### config.mk
export PLATFORM = sky130hd
export DESIGN_NAME = uart_cmd_rx
export DESIGN_NICKNAME = d
export VERILOG_FILES = /design/src/rtl/uart_pkg.sv /design/src/rtl/baud_tick_gen.sv /design/src/rtl/uart_cmd_rx.sv
export SDC_FILE = /design/constraint.sdc
export NUM_CORES = 1
export LEC_CHECK = 0
export ABC_AREA = 1
export BUFFER_PORTS_ARGS = -buffer_cell sky130_fd_sc_hd__buf_4
export CORE_UTILIZATION = 32
export CTS_CLUSTER_DIAMETER = 60
export CTS_CLUSTER_SIZE = 8
export DETAILED_ROUTE_END_ITERATION = 7
export GPL_ROUTABILITY_DRIVEN = 0
export SLEW_MARGIN = 0
export SYNTH_ARGS = -nofsm -noshare
export SYNTH_HDL_FRONTEND = slang
export SYNTH_SLANG_ARGS = --single-unit
### constraint.sdc
create_clock -name clk -period 3.69 [get_ports clk]
set_clock_uncertainty 0.1 [all_clocks]
set_input_delay 0.369 -clock clk [delete_from_list [all_inputs] [get_ports clk]]
set_output_delay 0.369 -clock clk [all_outputs]
set_load 0.02 [all_outputs]
### src/rtl/uart_pkg.sv
// rtl/uart_pkg.sv - shared states, command codes and oversampling constant for the UART command receiver
//
// Purpose: common definitions imported by baud_tick_gen and uart_cmd_rx.
// Ports:   none (package).
package uart_pkg;

  localparam int OVERSAMPLE = 16;

  localparam logic [7:0] CMD_LEFT  = 8'd108;
  localparam logic [7:0] CMD_RIGHT = 8'd114;
  localparam logic [7:0] CMD_HOLD  = 8'd100;

  typedef enum logic [2:0] {
    IDLE,
    START,
    DATA,
    STOP,
    WAIT_HIGH
  } rx_state_t;

  // Anything that is not a recognised paddle command is treated as "hold".
  function automatic logic [7:0] cmd_filter(input logic [7:0] b);
    if (b == CMD_LEFT || b == CMD_RIGHT || b == CMD_HOLD) begin
      return b;
    end
    return CMD_HOLD;
  endfunction

endpackage

### src/rtl/baud_tick_gen.sv
// rtl/baud_tick_gen.sv - free-running 16x oversampling tick divider
//
// Purpose: pulses tick for one clk every CLK_FREQ/(BAUD*OVERSAMPLE) clocks.
// Ports:
//   clk   - system clock, rising edge
//   rst_n - synchronous active-low reset
//   tick  - one-clk oversampling strobe
module baud_tick_gen #(
  parameter int CLK_FREQ = 100000000,
  parameter int BAUD     = 9600
) (
  input  logic clk,
  input  logic rst_n,
  output logic tick
);
  import uart_pkg::*;

  localparam int DIV = CLK_FREQ / (BAUD * OVERSAMPLE);
  localparam int CW  = (DIV > 1) ? $clog2(DIV) : 1;

  logic [CW-1:0] cnt_q;
  logic [CW-1:0] cnt_d;

  assign tick = (cnt_q == CW'(DIV - 1));

  always_comb begin
    cnt_d = cnt_q + 1'b1;
    if (tick) begin
      cnt_d = '0;
    end
  end

  always_ff @(posedge clk) begin
    if (!rst_n) begin
      cnt_q <= '0;
    end else begin
      cnt_q <= cnt_d;
    end
  end

endmodule

### src/rtl/uart_cmd_rx.sv
// rtl/uart_cmd_rx.sv - 8N1 UART receiver that turns framed bytes into paddle commands
//
// Purpose: receives 8N1 frames on rx, reports each good byte and stop-bit errors,
//          and presents a paddle command on rxdata that defaults to CMD_HOLD.
// Ports:
//   clk       - system clock, rising edge
//   rst_n     - synchronous active-low reset
//   rx        - asynchronous serial line, idle high
//   rxdata    - paddle command, CMD_HOLD except on the rx_valid clk
//   rx_byte   - last correctly framed byte
//   rx_valid  - one-clk pulse, rx_byte updated
//   frame_err - one-clk pulse, stop bit sampled low
module uart_cmd_rx #(
  parameter int CLK_FREQ = 100000000,
  parameter int BAUD     = 9600
) (
  input  logic       clk,
  input  logic       rst_n,
  input  logic       rx,
  output logic [7:0] rxdata,
  output logic [7:0] rx_byte,
  output logic       rx_valid,
  output logic       frame_err
);
  import uart_pkg::*;

  localparam logic [3:0] MID_TICK  = 4'(OVERSAMPLE / 2 - 1);
  localparam logic [3:0] LAST_TICK = 4'(OVERSAMPLE - 1);

  logic       tick;
  logic [1:0] sync_q;
  logic       rx_s;

  rx_state_t  state_q, state_d;
  logic [3:0] tick_cnt_q, tick_cnt_d;
  logic [2:0] bit_cnt_q, bit_cnt_d;
  logic [7:0] shift_q, shift_d;
  logic [7:0] rx_byte_q, rx_byte_d;
  logic [7:0] rxdata_q, rxdata_d;
  logic       rx_valid_q, rx_valid_d;
  logic       frame_err_q, frame_err_d;

  baud_tick_gen #(
    .CLK_FREQ(CLK_FREQ),
    .BAUD    (BAUD)
  ) u_tick (
    .clk  (clk),
    .rst_n(rst_n),
    .tick (tick)
  );

  // Resets to 11 so a reset release does not look like a start edge.
  always_ff @(posedge clk) begin
    if (!rst_n) begin
      sync_q <= 2'b11;
    end else begin
      sync_q <= {sync_q[0], rx};
    end
  end

  assign rx_s = sync_q[1];

  always_comb begin
    state_d     = state_q;
    tick_cnt_d  = tick_cnt_q;
    bit_cnt_d   = bit_cnt_q;
    shift_d     = shift_q;
    rx_byte_d   = rx_byte_q;
    rxdata_d    = CMD_HOLD;
    rx_valid_d  = 1'b0;
    frame_err_d = 1'b0;

    case (state_q)
      IDLE: begin
        if (!rx_s) begin
          state_d    = START;
          tick_cnt_d = '0;
        end
      end
      START: begin
        // Mid start bit: a line back high here was only a glitch.
        if (tick) begin
          if (tick_cnt_q == MID_TICK) begin
            tick_cnt_d = '0;
            bit_cnt_d  = '0;
            state_d    = rx_s ? IDLE : DATA;
          end else begin
            tick_cnt_d = tick_cnt_q + 1'b1;
          end
        end
      end
      DATA: begin
        if (tick) begin
          if (tick_cnt_q == LAST_TICK) begin
            tick_cnt_d = '0;
            shift_d    = {rx_s, shift_q[7:1]};
            bit_cnt_d  = bit_cnt_q + 1'b1;
            if (bit_cnt_q == 3'd7) begin
              state_d = STOP;
            end
          end else begin
            tick_cnt_d = tick_cnt_q + 1'b1;
          end
        end
      end
      STOP: begin
        if (tick) begin
          if (tick_cnt_q == LAST_TICK) begin
            tick_cnt_d = '0;
            if (rx_s) begin
              state_d    = IDLE;
              rx_byte_d  = shift_q;
              rx_valid_d = 1'b1;
              rxdata_d   = cmd_filter(shift_q);
            end else begin
              state_d     = WAIT_HIGH;
              frame_err_d = 1'b1;
            end
          end else begin
            tick_cnt_d = tick_cnt_q + 1'b1;
          end
        end
      end
      WAIT_HIGH: begin
        // Hold off through a break so it cannot masquerade as a start bit.
        if (rx_s) begin
          state_d = IDLE;
        end
      end
      default: begin
        state_d = IDLE;
      end
    endcase
  end

  always_ff @(posedge clk) begin
    if (!rst_n) begin
      state_q     <= IDLE;
      tick_cnt_q  <= '0;
      bit_cnt_q   <= '0;
      shift_q     <= '0;
      rx_byte_q   <= '0;
      rxdata_q    <= CMD_HOLD;
      rx_valid_q  <= 1'b0;
      frame_err_q <= 1'b0;
    end else begin
      state_q     <= state_d;
      tick_cnt_q  <= tick_cnt_d;
      bit_cnt_q   <= bit_cnt_d;
      shift_q     <= shift_d;
      rx_byte_q   <= rx_byte_d;
      rxdata_q    <= rxdata_d;
      rx_valid_q  <= rx_valid_d;
      frame_err_q <= frame_err_d;
    end
  end

  assign rxdata    = rxdata_q;
  assign rx_byte   = rx_byte_q;
  assign rx_valid  = rx_valid_q;
  assign frame_err = frame_err_q;

endmodule

==> metrics <==
H-Tree Depth 2; share of post-route cells with drive strength above 1 15.89%; area leader, netlist dfxtp_1; Setup Viol. Count Final 0; Hold EP sync_q[0]; Worst Tran Pin Value around 500 ps; pins over their slew limit 0; Worst Hold Depth 2; period utilisation layout 47.38%; crit path time final approximately 1700 ps; insertion delay to the later sink of the worst-skew pair ~300 ps; Clock Sinks 48; DRT Pass-1 Iters 4; Post-synth top cells nor2_1 (70), nand2_1 (53), dfxtp_1 (48), inv_1 (36), nand3_1 (18); Crit Path Class reg -> reg; postcts setup bufs 0; first-pass GRT wire length a little over 7 mm; post-cts sizing count 0; Max Fclk approximately 570 MHz; reg2reg start u_tick.cnt_q[0]; FF/Latch Area slightly below 0.001 mm^2; Total GRT Usage 12.58%; yosys warns 0; share of flip-flops with an asynchronous set or reset 0%; cell with the most instances after synthesis nor2_1; Synth Register Bits 48; DRC violations left 0; largest net degree at the start of global routing 27; fin worst setup slack approximately 1900 ps; Post-synth EDFFs 0; area growth from synthesis to layout 14.72%; Die W between 80 and 90 um; Fin Setup TNS 0 ps; Final Hold Fails 0; FF-to-FF path depth 9; # fillers around 690; WHS between 100 and 150 ps; number of port buffers 20; die area 0.006969 mm^2; CP endpoint kind register; row cnt 29; Clk Tree Root Cell clkbuf_8; Slew HR around two thirds; wire per inst between 10 and 15 um; Post-Syn Area per Cell between 7 and 8 um^2; remaining antenna violation count after routing 0; core area 0.006386 mm^2; Hold-fix buffers, CTS 0; Worst-path clk slew roughly 90 ps; Arr. time, crit path 1850 ps; Starting Density between 30% and 40%; Final #Nets 328; HPWL after DPL around 2.9 mm; Post-Syn Area 0.002125 mm^2; Multi-input gate area ~990 um^2; CP Max Fanout 9; vias per inst between 4 and 5; ant diodes 0; Power Total about 0.0013 W; die height around 83 um; crit-path leading delay family simple AND/OR/NAND/NOR gates; synthesized instance count 295; FF-to-FF End tick_cnt_q[0]; Pwr Density around 530 mW/mm^2; CTS tree built; run status completed; clock tree buffer depth 2; max_cap viols 0; initial antenna violation count 0; synth top area cells dfxtp_1 (45%), nor2_1 (12%), nand2_1 (9.4%), inv_1 (6.4%), nand3_1 (4.2%); critical path, cell by cell inv_1, ha_1, nand2_1, nor2_1, nand4_2, nand2_2, nand2_1, o21ai_0, nor2_1; final global-route overflow total 0; vias in the first global route 1,703; vias approximately 1,800; CP max stage cell dfxtp_1; flop2flop setup slack slightly below 2000 ps; RSZ-0062 raised after global routing false; DR iter-0 viols 81; Ports 21; Crit path buffers/inverters 1; Setup WS pre-CTS 1962 ps; Main synth FF type dfxtp_1; CTS Buf Count 5; wirelength, routed 4.094 mm; P_leak 1.198 nW; crit-path max cell delay 340 ps; Peak supply drop 0.2139 mV; Hold Crit Class in -> reg; CP required between 3000 and 4000 ps; hold_sp rx; share of the synthesized area in the top cell type between 40% and 50%; synth unique cells 31; register area share after synthesis a little under half; Setup crit start kind register
## registers in the layout, indices dropped and copies added (netlist names)
| register | flops |
|---|---|
| rx_byte | 8 |
| tick_cnt_q | 4 |
| state_q | 3 |
| frame_err | 1 |
| rxdata | 8 |
| rx_valid | 1 |
| u_tick.cnt_q | 10 |
| bit_cnt_q | 3 |
| sync_q | 2 |
| shift_q | 8 |
## area by class of cell
class	instances	share of cell area [%]
multi-input cells	207	40.71
flip-flops and latches	48	39.43
repair buffers	20	6.160
inverters	38	5.852
well taps	77	3.953
clock buffers	5	2.823
clock inverters	3	1.078
## worst max-delay path by stage
stage,startpoint,end,slack [ps],cells after the start
final,u_tick.cnt_q[0],tick_cnt_q[0],1940,9
after global routing,u_tick.cnt_q[0],tick_cnt_q[0],1790,9
after CTS,u_tick.cnt_q[0],tick_cnt_q[0],1940,9
after detailed placement,u_tick.cnt_q[0],tick_cnt_q[0],1960,9
after global placement,u_tick.cnt_q[0],tick_cnt_q[0],2010,9
after floorplan,u_tick.cnt_q[0],tick_cnt_q[0],2190,9
## metrics by stage
stage / instances / instance area, um^2 / util (%)
global placement: 390 / 2342 / 36.68
detailed placement: 390 / 2342 / 36.68
floorplan: 297 / 2132 / -
CTS: 398 / 2437 / 38.17
global route: 398 / 2437 / 38.17
finish: 398 / 2437 / 38.17
## worst register-to-register path: cells and delay by family (launching register included)
kind | cells | cell delay, ps
adders and majority gates | 1 | 130
buffers and inverters | 1 | 60
and+or+nand+nor | 6 | 840
AOI/OAI and AO/OA | 1 | 180
DFF | 1 | 340
## metal layers
layer | part of all wire [%] | vias up | routed length [um] | global-route usage, %
li1 | - | 956 | - | -
met1 | 49 | 787 | 1993 | 15.12
met2 | 47 | 31 | 1923 | 21.68
met3 | 3.3 | 4 | 135 | 2.770
met4 | 0.98 | 0 | 40 | 5.239
met5 | 0 | - | 0 | 0
## cell usage in the layout (no fill, tap or decap), types with 3 or more instances in the layout
| cell | count |
|---|---|
| nor2_2 | 5 |
| nand2_2 | 8 |
| or2_2 | 3 |
| nand3_1 | 18 |
| o21ai_0 | 12 |
| nor2_4 | 3 |
| buf_4 | 20 |
| conb_1 | 4 |
| inv_1 | 36 |
| clkbuf_8 | 5 |
| nor3_1 | 3 |
| ha_1 | 5 |
| nand2_1 | 53 |
| a21oi_1 | 11 |
| nor2_1 | 70 |
| dfxtp_1 | 48 |
## logic make-up (layout without fill, tap and decap cells)
| logic type | Yosys count | count (layout) | synth area share [%] |
|---|---|---|---|
| buf+inv | 42 | 66 | 8.422 |
| xor+xnor | 2 | 2 | 0.8247 |
| simple gates | 169 | 169 | 35.39 |
| fa+ha+maj | 5 | 5 | 2.945 |
| other cells | 2 | 4 | 0.3535 |
| compound gates | 27 | 27 | 6.832 |
| flops | 48 | 48 | 45.23 |
## report_power, final
group          leakage (nW)  total [W]  internal [W]  switching [W]
logic                 0.759   0.000362      0.000127       0.000235
registers             0.390   0.000598      0.000557      0.0000414
clock network        0.0491   0.000331      0.000140       0.000191
total                  1.20    0.00129      0.000824       0.000468
Power figures use the tool's default switching activity.
